## src/rtl/kid_pkg.sv

```systemverilog
// Shared types and screen constants for the player-character controller.
package kid_pkg;

  localparam int SCREEN_W = 800;
  localparam int SCREEN_H = 600;

  typedef enum logic [1:0] {
    ST_GROUND  = 2'd0,
    ST_AIR     = 2'd1,
    ST_DEAD    = 2'd2,
    ST_RESPAWN = 2'd3
  } kid_state_e;

  typedef logic signed [5:0] vel_t;

  function automatic logic [9:0] sat_inc10(input logic [9:0] v);
    return (v == 10'h3FF) ? v : v + 10'd1;
  endfunction

endpackage

```

## src/rtl/kid_ctrl_if.sv

```systemverilog
// Keyboard/hazard inputs and kid position/status outputs of the controller.
// master is the controller itself; slave is the keyboard and trap side.
interface kid_ctrl_if;
  import kid_pkg::*;

  logic       update_tick;
  logic       key_left;
  logic       key_right;
  logic       key_jump;
  logic       key_restart;
  logic       is_collide;
  logic [9:0] kid_x;
  logic [9:0] kid_y;
  logic       kid_dir;
  kid_state_e kid_state;
  logic       is_dead;
  logic       trap_rst;
  logic [9:0] death_count;

  modport master (
    input  update_tick, key_left, key_right, key_jump, key_restart, is_collide,
    output kid_x, kid_y, kid_dir, kid_state, is_dead, trap_rst, death_count
  );

  modport slave (
    output update_tick, key_left, key_right, key_jump, key_restart, is_collide,
    input  kid_x, kid_y, kid_dir, kid_state, is_dead, trap_rst, death_count
  );

endinterface

```

## src/rtl/key_edge_latch.sv

```systemverilog
// Rising-edge detector with a sticky pending flag cleared by the consumer.
module key_edge_latch (
  input  logic clk,
  input  logic rst_n,
  input  logic key,
  input  logic consume,
  output logic pending
);

  logic prev;

  // A new edge on the consuming cycle wins so that press is not lost.
  always_ff @(posedge clk) begin
    if (!rst_n) begin
      prev    <= 1'b0;
      pending <= 1'b0;
    end else begin
      prev    <= key;
      pending <= (key & ~prev) | (pending & ~consume);
    end
  end

endmodule

```

## src/rtl/kid_ctrl.sv

```systemverilog
// Kid movement physics, death/respawn sequencing and trap reset generation.
//
//   state      | meaning
//   -----------+-----------------------------------------------
//   ST_GROUND  | standing on the floor, physics runs per tick
//   ST_AIR     | airborne, physics runs per tick
//   ST_DEAD    | hit a hazard, position frozen until restart
//   ST_RESPAWN | at spawn, traps held in reset across one tick
module kid_ctrl
  import kid_pkg::*;
#(
  parameter int spawn_x  = 40,
  parameter int floor_y  = SCREEN_H - 40,
  parameter int x_min    = 8,
  parameter int x_max    = SCREEN_W - 9,
  parameter int walk_v   = 3,
  parameter int jump_v   = 8,
  parameter int djump_v  = 7,
  parameter int grav     = 1,
  parameter int max_fall = 9
) (
  input logic        clk,
  input logic        rst_n,
  kid_ctrl_if.master bus
);

  localparam logic [9:0]         SPAWN_X    = 10'(spawn_x);
  localparam logic [9:0]         FLOOR_Y    = 10'(floor_y);
  localparam logic signed [10:0] FLOOR_S    = 11'(floor_y);
  localparam logic signed [11:0] X_LO       = 12'(x_min);
  localparam logic signed [11:0] X_HI       = 12'(x_max);
  localparam logic signed [11:0] WALK       = 12'(walk_v);
  localparam vel_t               JUMP_VY    = 6'(-jump_v);
  localparam vel_t               DJUMP_VY   = 6'(-djump_v);
  localparam logic signed [7:0]  GRAV_V     = 8'(grav);
  localparam logic signed [7:0]  MAX_FALL_V = 8'(max_fall);

  kid_state_e state_q, state_d, st_p;
  logic [9:0] x_q, x_d, x_p;
  logic [9:0] y_q, y_d, y_p;
  logic [9:0] death_q, death_d;
  vel_t       vy_q, vy_d, vy_p, vy_j;
  logic       djump_q, djump_d, dj_p;
  logic       dir_q, dir_d, dir_p;
  logic       dead_q, dead_d;
  logic       trst_q, trst_d;
  logic       jump_pend, restart_pend, restart_take;
  logic       alive;

  logic signed [11:0] x_mv;
  logic signed [10:0] y_new;
  logic signed [7:0]  vy_inc;

  assign alive = (state_q == ST_GROUND) || (state_q == ST_AIR);

  key_edge_latch u_jump (
    .clk     (clk),
    .rst_n   (rst_n),
    .key     (bus.key_jump),
    .consume (bus.update_tick),
    .pending (jump_pend)
  );

  key_edge_latch u_restart (
    .clk     (clk),
    .rst_n   (rst_n),
    .key     (bus.key_restart),
    .consume (restart_take),
    .pending (restart_pend)
  );

  // Candidate result of one physics tick; only committed by the FSM.
  always_comb begin
    x_mv  = $signed({2'b00, x_q});
    dir_p = dir_q;
    if (bus.key_left && !bus.key_right) begin
      x_mv  = x_mv - WALK;
      dir_p = 1'b1;
    end else if (bus.key_right && !bus.key_left) begin
      x_mv  = x_mv + WALK;
      dir_p = 1'b0;
    end
    if (x_mv < X_LO) begin
      x_mv = X_LO;
    end else if (x_mv > X_HI) begin
      x_mv = X_HI;
    end
    x_p = x_mv[9:0];

    vy_j = vy_q;
    dj_p = djump_q;
    st_p = state_q;
    if (jump_pend) begin
      if (state_q == ST_GROUND) begin
        vy_j = JUMP_VY;
        dj_p = 1'b1;
        st_p = ST_AIR;
      end else if (djump_q) begin
        vy_j = DJUMP_VY;
        dj_p = 1'b0;
      end
    end

    y_new  = $signed({1'b0, y_q}) + 11'(vy_j);
    vy_inc = 8'(vy_j) + GRAV_V;
    if (y_new >= FLOOR_S) begin
      y_p  = FLOOR_Y;
      vy_p = '0;
      st_p = ST_GROUND;
    end else if (y_new[10]) begin
      y_p  = '0;
      vy_p = '0;
    end else begin
      y_p  = y_new[9:0];
      vy_p = (vy_inc > MAX_FALL_V) ? MAX_FALL_V[5:0] : vy_inc[5:0];
    end
  end

  // Priority: death while alive, then a pending restart, then the tick.
  always_comb begin
    state_d      = state_q;
    x_d          = x_q;
    y_d          = y_q;
    vy_d         = vy_q;
    djump_d      = djump_q;
    dir_d        = dir_q;
    death_d      = death_q;
    restart_take = 1'b0;
    if (alive && bus.is_collide) begin
      state_d = ST_DEAD;
      death_d = sat_inc10(death_q);
    end else if (restart_pend) begin
      restart_take = 1'b1;
      state_d      = ST_RESPAWN;
      x_d          = SPAWN_X;
      y_d          = FLOOR_Y;
      vy_d         = '0;
      djump_d      = 1'b0;
    end else if (bus.update_tick) begin
      if (state_q == ST_RESPAWN) begin
        state_d = ST_GROUND;
      end else if (alive) begin
        state_d = st_p;
        x_d     = x_p;
        y_d     = y_p;
        vy_d    = vy_p;
        djump_d = dj_p;
        dir_d   = dir_p;
      end
    end
    dead_d = (state_d == ST_DEAD);
    if (state_d == ST_RESPAWN) begin
      trst_d = 1'b1;
    end else if (bus.update_tick) begin
      trst_d = 1'b0;
    end else begin
      trst_d = trst_q;
    end
  end

  always_ff @(posedge clk) begin
    if (!rst_n) begin
      state_q <= ST_GROUND;
      x_q     <= SPAWN_X;
      y_q     <= FLOOR_Y;
      vy_q    <= '0;
      djump_q <= 1'b0;
      dir_q   <= 1'b0;
      dead_q  <= 1'b0;
      trst_q  <= 1'b1;
      death_q <= '0;
    end else begin
      state_q <= state_d;
      x_q     <= x_d;
      y_q     <= y_d;
      vy_q    <= vy_d;
      djump_q <= djump_d;
      dir_q   <= dir_d;
      dead_q  <= dead_d;
      trst_q  <= trst_d;
      death_q <= death_d;
    end
  end

  assign bus.kid_x       = x_q;
  assign bus.kid_y       = y_q;
  assign bus.kid_dir     = dir_q;
  assign bus.kid_state   = state_q;
  assign bus.is_dead     = dead_q;
  assign bus.trap_rst    = trst_q;
  assign bus.death_count = death_q;

endmodule

```

## src/flat_wrapper.sv

```systemverilog
// flat-port wrapper written by rule: the top's interface ports become plain ports
module kid_ctrl_flat import kid_pkg::*;
#(
  parameter int spawn_x  = 40,
  parameter int floor_y  = SCREEN_H - 40,
  parameter int x_min    = 8,
  parameter int x_max    = SCREEN_W - 9,
  parameter int walk_v   = 3,
  parameter int jump_v   = 8,
  parameter int djump_v  = 7,
  parameter int grav     = 1,
  parameter int max_fall = 9
)
  (clk, rst_n, bus_update_tick, bus_key_left, bus_key_right, bus_key_jump, bus_key_restart, bus_is_collide, bus_kid_x, bus_kid_y, bus_kid_dir, bus_kid_state, bus_is_dead, bus_trap_rst, bus_death_count);
  kid_ctrl_if bus_i ();
  input logic clk;
  input logic rst_n;
  input wire logic [$bits(bus_i.update_tick)-1:0] bus_update_tick;
  input wire logic [$bits(bus_i.key_left)-1:0] bus_key_left;
  input wire logic [$bits(bus_i.key_right)-1:0] bus_key_right;
  input wire logic [$bits(bus_i.key_jump)-1:0] bus_key_jump;
  input wire logic [$bits(bus_i.key_restart)-1:0] bus_key_restart;
  input wire logic [$bits(bus_i.is_collide)-1:0] bus_is_collide;
  output wire logic [$bits(bus_i.kid_x)-1:0] bus_kid_x;
  output wire logic [$bits(bus_i.kid_y)-1:0] bus_kid_y;
  output wire logic [$bits(bus_i.kid_dir)-1:0] bus_kid_dir;
  output wire logic [$bits(bus_i.kid_state)-1:0] bus_kid_state;
  output wire logic [$bits(bus_i.is_dead)-1:0] bus_is_dead;
  output wire logic [$bits(bus_i.trap_rst)-1:0] bus_trap_rst;
  output wire logic [$bits(bus_i.death_count)-1:0] bus_death_count;
  assign bus_i.update_tick = bus_update_tick;
  assign bus_i.key_left = bus_key_left;
  assign bus_i.key_right = bus_key_right;
  assign bus_i.key_jump = bus_key_jump;
  assign bus_i.key_restart = bus_key_restart;
  assign bus_i.is_collide = bus_is_collide;
  assign bus_kid_x = bus_i.kid_x;
  assign bus_kid_y = bus_i.kid_y;
  assign bus_kid_dir = bus_i.kid_dir;
  assign bus_kid_state = bus_i.kid_state;
  assign bus_is_dead = bus_i.is_dead;
  assign bus_trap_rst = bus_i.trap_rst;
  assign bus_death_count = bus_i.death_count;
  kid_ctrl #(.spawn_x(spawn_x), .floor_y(floor_y), .x_min(x_min), .x_max(x_max), .walk_v(walk_v), .jump_v(jump_v), .djump_v(djump_v), .grav(grav), .max_fall(max_fall)) u_core (.clk(clk), .rst_n(rst_n), .bus(bus_i));
endmodule
```

## config.mk

```make
export PLATFORM = sky130hd
export DESIGN_NAME = kid_ctrl_flat
export DESIGN_NICKNAME = d
export VERILOG_FILES = /design/src/rtl/kid_pkg.sv /design/src/rtl/kid_ctrl_if.sv /design/src/rtl/key_edge_latch.sv /design/src/rtl/kid_ctrl.sv /design/src/flat_wrapper.sv
export SDC_FILE = /design/constraint.sdc
export NUM_CORES = 1
export LEC_CHECK = 0
export BUFFER_PORTS_ARGS = -buffer_cell sky130_fd_sc_hd__buf_4
export CAP_MARGIN = 20
export CORE_ASPECT_RATIO = 1.1
export CORE_MARGIN = 4
export CORE_UTILIZATION = 30
export CTS_BUF_LIST = sky130_fd_sc_hd__clkbuf_8
export DETAILED_ROUTE_END_ITERATION = 8
export GPL_ROUTABILITY_DRIVEN = 1
export GPL_TIMING_DRIVEN = 0
export SLEW_MARGIN = 30
export SYNTH_ARGS = -nofsm -noshare
export SYNTH_HDL_FRONTEND = slang
export SYNTH_SLANG_ARGS = --single-unit
```

## constraint.sdc

```tcl
create_clock -name clk -period 7.1 [get_ports clk]
set_clock_uncertainty 0.15 [all_clocks]
set_input_delay 0 -clock clk [delete_from_list [all_inputs] [get_ports clk]]
set_output_delay 0 -clock clk [all_outputs]
set_load 0.02 [all_outputs]
```

==> tab_implementation.tex <==
\begin{tabular}{lr}
\hline
Metric & Value \\
\hline
\multicolumn{2}{l}{\textbf{Clock tree}} \\
\quad Clock sinks & between 40 and 50 \\
\quad Clock tree from TritonCTS & built \\
\quad Clock root cell & sky130\_fd\_sc\_hd\_\_clkbuf\_8 \\
\quad Clock tree buffer depth & 2 \\
\quad Total of cells resized after clock tree synthesis & 0 \\
\quad Total CTS buffers & 5 \\
\quad Insertion delay to the later sink of the worst-skew pair & 0.30 ns \\
\quad Clock-pin slew reported for the worst setup and hold paths after clock tree synthesis & 0.09 ns \\
\quad H-tree levels & 2 \\
\multicolumn{2}{l}{\textbf{Cells and area}} \\
\quad Layout Area Growth over Synthesis & 21.90\% \\
\quad Commonest non-fill, non-tap cells in the layout & sky130\_fd\_sc\_hd\_\_dfxtp\_1 (46), sky130\_fd\_sc\_hd\_\_buf\_4 (41), sky130\_fd\_sc\_hd\_\_nand2\_1 (34) \\
\quad Sequential Area & 920.9 µm² \\
\quad Number of antenna repair diodes & 0 \\
\quad Total Nets Final & 476 \\
\quad Most common cell after layout, fill and taps aside & sky130\_fd\_sc\_hd\_\_dfxtp\_1 \\
\quad Fraction of final layout cells sized beyond drive strength 1 & 16.19\% \\
\quad Total of fill cells in the finished design & 1,067 \\
\quad Footprint of the multi-input gates & 2136 µm² \\
\multicolumn{2}{l}{\textbf{Synth}} \\
\quad Proportion of register bits with asynchronous set or reset after synthesis & 0\% \\
\quad Post-synthesis share of cell area spent on full adders, half adders and majority gates & under 10\% \\
\quad Sequential-to-total area share from yosys stat & 28.84\% \\
\quad Synthesized flop and latch total & 46 \\
\quad Count of flip-flops with a built-in enable after synthesis & 0 \\
\quad Compound-cell area share of the yosys netlist & 29.04\% \\
\quad Mean post-synth cell area & 8.084 µm² \\
\quad Post-Synthesis Cell Area & between 3000 and 4000 µm² \\
\quad Cell variety after synth & 72 \\
\quad Ys Warns & 0 \\
\quad Main combinational cell family by area after synthesis & compound AO/OA/AOI/OAI gates \\
\quad Synth top area cells & sky130\_fd\_sc\_hd\_\_dfxtp\_1 (29\%), sky130\_fd\_sc\_hd\_\_ha\_1 (6.7\%), sky130\_fd\_sc\_hd\_\_a21oi\_1 (4.1\%) \\
\quad Post-synthesis net count & roughly 420 \\
\quad Post-synthesis cell count & 395 \\
\quad Fraction of synthesized cell area taken by the top area cell type & 28.84\% \\
\quad Primary flip-flop cell chosen by synthesis mapping & sky130\_fd\_sc\_hd\_\_dfxtp\_1 \\
\quad Simple-gate area share of the yosys netlist & 25.55\% \\
\quad Post-Synth XOR/XNOR Area & under 10\% \\
\quad Area leader, netlist & sky130\_fd\_sc\_hd\_\_dfxtp\_1 \\
\quad Portion of netlist area occupied by mux cells & 0.6661\% \\
\multicolumn{2}{l}{\textbf{Global routing}} \\
\quad Largest net degree at the start of global routing & 15 \\
\quad Overall Global Routing Usage & 13.65\% \\
\quad Initial antenna violation count & 0 \\
\quad Number of global-route vias before repair & 2,920 \\
\quad Global-route wire length before repair & approximately 14 mm \\
\quad Global route overflow & 0 \\
\multicolumn{2}{l}{\textbf{Critical path}} \\
\quad Worst R2R Start & u\_core.bus.kid\_state[1] \\
\quad R2r worst-path depth & 12 \\
\quad Standard cell with the maximum stage delay on the critical path & sky130\_fd\_sc\_hd\_\_dfxtp\_1 \\
\quad Reg-to-reg critical path endpoint & u\_core.vy\_q[1] \\
\quad Critical-path cell list & nor2\_1 -> o21ai\_1 -> and2\_1 -> clkbuf\_1 -> ha\_1 -> a211oi\_1 -> nor3\_1 -> o21ai\_0 -> mux2\_2 -> a21oi\_2 -> o21a\_1 -> a32o\_1 \\
\quad Capturing element type of the critical path & flip-flop \\
\quad Sum of buffers and inverters on the critical path & 1 \\
\quad Largest fanout on the critical path & 7 \\
\quad Largest stage delay, worst path & 0.44 ns \\
\quad Critical path data required time & 7.20 ns \\
\quad Setup slack of the worst register-to-register path & 3.29 ns \\
\quad Worst Setup Start Kind & flip-flop \\
\quad Worst setup path class & reg2reg \\
\quad Crit path DAT & 3.91 ns \\
\quad Family with the most delay on the worst path & compound AO/OA/AOI/OAI gates \\
\multicolumn{2}{l}{\textbf{STA}} \\
\quad Worst slew margin & 39.49\% \\
\quad Unrepaired setup endpoints after global routing & no \\
\quad Share of the clock period used by the worst path & 53.73\% \\
\quad Pins over their slew limit & 0 \\
\quad Fin crit period & 3.815 ns \\
\quad Final number of setup-violating endpoints & 0 \\
\quad Total Neg Setup Slack & 0 ns \\
\quad Hold Slack & 0.02556 ns \\
\quad Worst Max-Slew Pin Slew & 0.9076 ns \\
\quad Peak clock frequency supported by timing & 262.2 MHz \\
\quad Final hold viol count & 0 \\
\multicolumn{2}{l}{\textbf{Drt}} \\
\quad Routed Wire Length & 8.440 mm \\
\quad Post-route antenna net violation count & 0 \\
\quad Routed via count divided by cell count & between 5 and 6 \\
\quad Routed wire per std cell & 14.21 µm \\
\quad Number of DRC violations after detailed-routing iteration 0 & 205 \\
\quad Routed via count & 3,129 \\
\quad DRC viols & 0 \\
\quad First-pass DRT Iterations & 4 \\
\multicolumn{2}{l}{\textbf{Floorplanning}} \\
\quad Site Rows & 39 \\
\quad Die footprint & 12,360 µm² \\
\quad Starting utilization of the core area & 30.72\% \\
\quad I/O Pins & 43 \\
\quad DIE HEIGHT & 116.2 µm \\
\quad Die Width & 106.4 µm \\
\quad Placeable Area & 10,390 µm² \\
\multicolumn{2}{l}{\textbf{Placement}} \\
\quad RePlAce Congestion & $\sim$0.90 \\
\quad Count of buffers inserted at the top-level ports & between 40 and 50 \\
\quad Placed wire-length estimate & 6.418 mm \\
\multicolumn{2}{l}{\textbf{Min path}} \\
\quad Class of the tightest hold or removal check & in2reg \\
\quad Number of cells on the worst hold path & 5 \\
\quad Worst Hold Path EP & u\_core.bus.kid\_dir \\
\quad Startpoint of the most critical hold path & bus\_key\_right \\
\multicolumn{2}{l}{\textbf{Run status}} \\
\quad Status & finished, final reports clean \\
\multicolumn{2}{l}{\textbf{Power}} \\
\quad Power density cells & between 150 and 200 nW/µm² \\
\quad Leakage component of the power & 0.001493 µW \\
\quad Maximum vdd ir drop & around 0.000080 V \\
\multicolumn{2}{l}{\textbf{Flow run}} \\
\quad Count of max-cap constraint violations & 0 \\
\hline
\end{tabular}
[what timing repair did]
item / CTS / global route
hold buffers: 7 / 0
endpoints found under the hold margin: 12 / 0
buffers inserted: 0 / 0
setup endpoints to repair: 0 / 0
[metal layers]
| metal | GRT usage, % | vias to the layer above | part of all wire [%] |
|---|---|---|---|
| li1 | - | 1581 | - |
| met1 | 17.98 | 1469 | 47 |
| met2 | 22.60 | 71 | 47 |
| met3 | 2.377 | 8 | 4.2 |
| met4 | 4.836 | 0 | 1.4 |
| met5 | 0 | - | 0 |
[where the power goes]
part / switching [µW] / leakage [µW] / internal, µW
logic: 77.9 / 0.00105 / 50.1
clock network: 92.3 / 0.0000714 / 150
registers: 7.53 / 0.000374 / 266
total: 178 / 0.00149 / 466
[layout make-up]
type	instances	area share [%]
buffer	16	1.864
clock buffer	6	2.122
clock inverter	2	1.543
inverter	17	1.639
multi-input combinational	316	54.87
sequential	46	23.66
tap	143	4.597
timing repair buffer	48	9.707
[synthesized netlist by cell type (2+ instances only)]
cell / instances
sky130_fd_sc_hd__a211oi_1: 5
sky130_fd_sc_hd__a21o_1: 7
sky130_fd_sc_hd__a21oi_1: 26
sky130_fd_sc_hd__a21oi_2: 2
sky130_fd_sc_hd__a22o_1: 4
sky130_fd_sc_hd__a22oi_1: 4
sky130_fd_sc_hd__a31oi_1: 6
sky130_fd_sc_hd__a32o_1: 4
sky130_fd_sc_hd__and2_1: 5
sky130_fd_sc_hd__and3_1: 2
sky130_fd_sc_hd__buf_2: 3
sky130_fd_sc_hd__clkbuf_1: 11
sky130_fd_sc_hd__dfxtp_1: 46
sky130_fd_sc_hd__ha_1: 17
sky130_fd_sc_hd__inv_1: 17
sky130_fd_sc_hd__nand2_1: 34
sky130_fd_sc_hd__nand2b_1: 9
sky130_fd_sc_hd__nand3_1: 20
sky130_fd_sc_hd__nand3b_1: 2
sky130_fd_sc_hd__nand4_1: 5
sky130_fd_sc_hd__nor2_1: 32
sky130_fd_sc_hd__nor2b_1: 5
sky130_fd_sc_hd__nor3_1: 7
sky130_fd_sc_hd__nor3b_1: 4
sky130_fd_sc_hd__nor4_2: 3
sky130_fd_sc_hd__o211ai_1: 5
sky130_fd_sc_hd__o21a_1: 6
sky130_fd_sc_hd__o21ai_0: 25
sky130_fd_sc_hd__o21ai_1: 8
sky130_fd_sc_hd__o21bai_1: 3
sky130_fd_sc_hd__o22a_1: 3
sky130_fd_sc_hd__o22ai_1: 3
sky130_fd_sc_hd__o32ai_1: 2
sky130_fd_sc_hd__or3_1: 8
sky130_fd_sc_hd__or4_1: 3
sky130_fd_sc_hd__xnor2_1: 8
sky130_fd_sc_hd__xor2_1: 6
[metrics by stage]
stage | setup WS, ns | instances | total power, µW | cell area [µm²] | utilization (%)
6_report | 3.285 | 594 | 643.9 | 3892 | 37.45
5_1_grt | 2.848 | 594 | 675.2 | 3892 | 37.45
4_1_cts | 3.279 | 594 | 652.0 | 3892 | 37.45
3_5_place_dp | 3.294 | 579 | 404.7 | 3680 | 35.40
3_3_place_gp | 3.294 | 579 | 402.3 | 3680 | 35.40
2_1_floorplan | 3.866 | 395 | 367.1 | 3193 | -
[worst reg2reg max path, stage by stage (launching register included)]
cell	delay [ns]
sky130_fd_sc_hd__dfxtp_1	0.44
sky130_fd_sc_hd__nor2_1	0.12
sky130_fd_sc_hd__o21ai_1	0.44
sky130_fd_sc_hd__and2_1	0.20
sky130_fd_sc_hd__clkbuf_1	0.20
sky130_fd_sc_hd__ha_1	0.32
sky130_fd_sc_hd__a211oi_1	0.36
sky130_fd_sc_hd__nor3_1	0.13
sky130_fd_sc_hd__o21ai_0	0.23
sky130_fd_sc_hd__mux2_2	0.38
sky130_fd_sc_hd__a21oi_2	0.26
sky130_fd_sc_hd__o21a_1	0.34
sky130_fd_sc_hd__a32o_1	0.21
[how the worst max path moves through the flow]
stage / start / end / cells after the start
after floorplan: u_core.bus.kid_state[0] / u_core.vy_q[5] / 12
final: u_core.bus.kid_state[1] / u_core.vy_q[1] / 12
after CTS: u_core.bus.kid_state[1] / u_core.vy_q[1] / 12
after global placement: u_core.bus.kid_state[1] / u_core.vy_q[1] / 12
after detailed placement: u_core.bus.kid_state[1] / u_core.vy_q[1] / 12
after global routing: u_core.bus.kid_state[1] / u_core.vy_q[5] / 12
[registers in the layout, indices dropped and copies added (netlist names), 2 cells and up]
name,count
u_core.vy_q,6
u_core.bus.kid_x,10
u_core.bus.death_count,10
u_core.bus.kid_y,10
u_core.bus.kid_state,2
[cells by family (layout without fill, tap and decap cells)]
family                     after synthesis  after routing
xor gates and xnor gates                15             15
and+or+nand+nor                        150            150
AOI/OAI and AO/OA                      131            131
DFF                                     46             46
adders and majority gates               18             18
muxes                                    2              2
buffers and inverters                   33             89
Note: power is estimated with default switching activity, not from simulation.
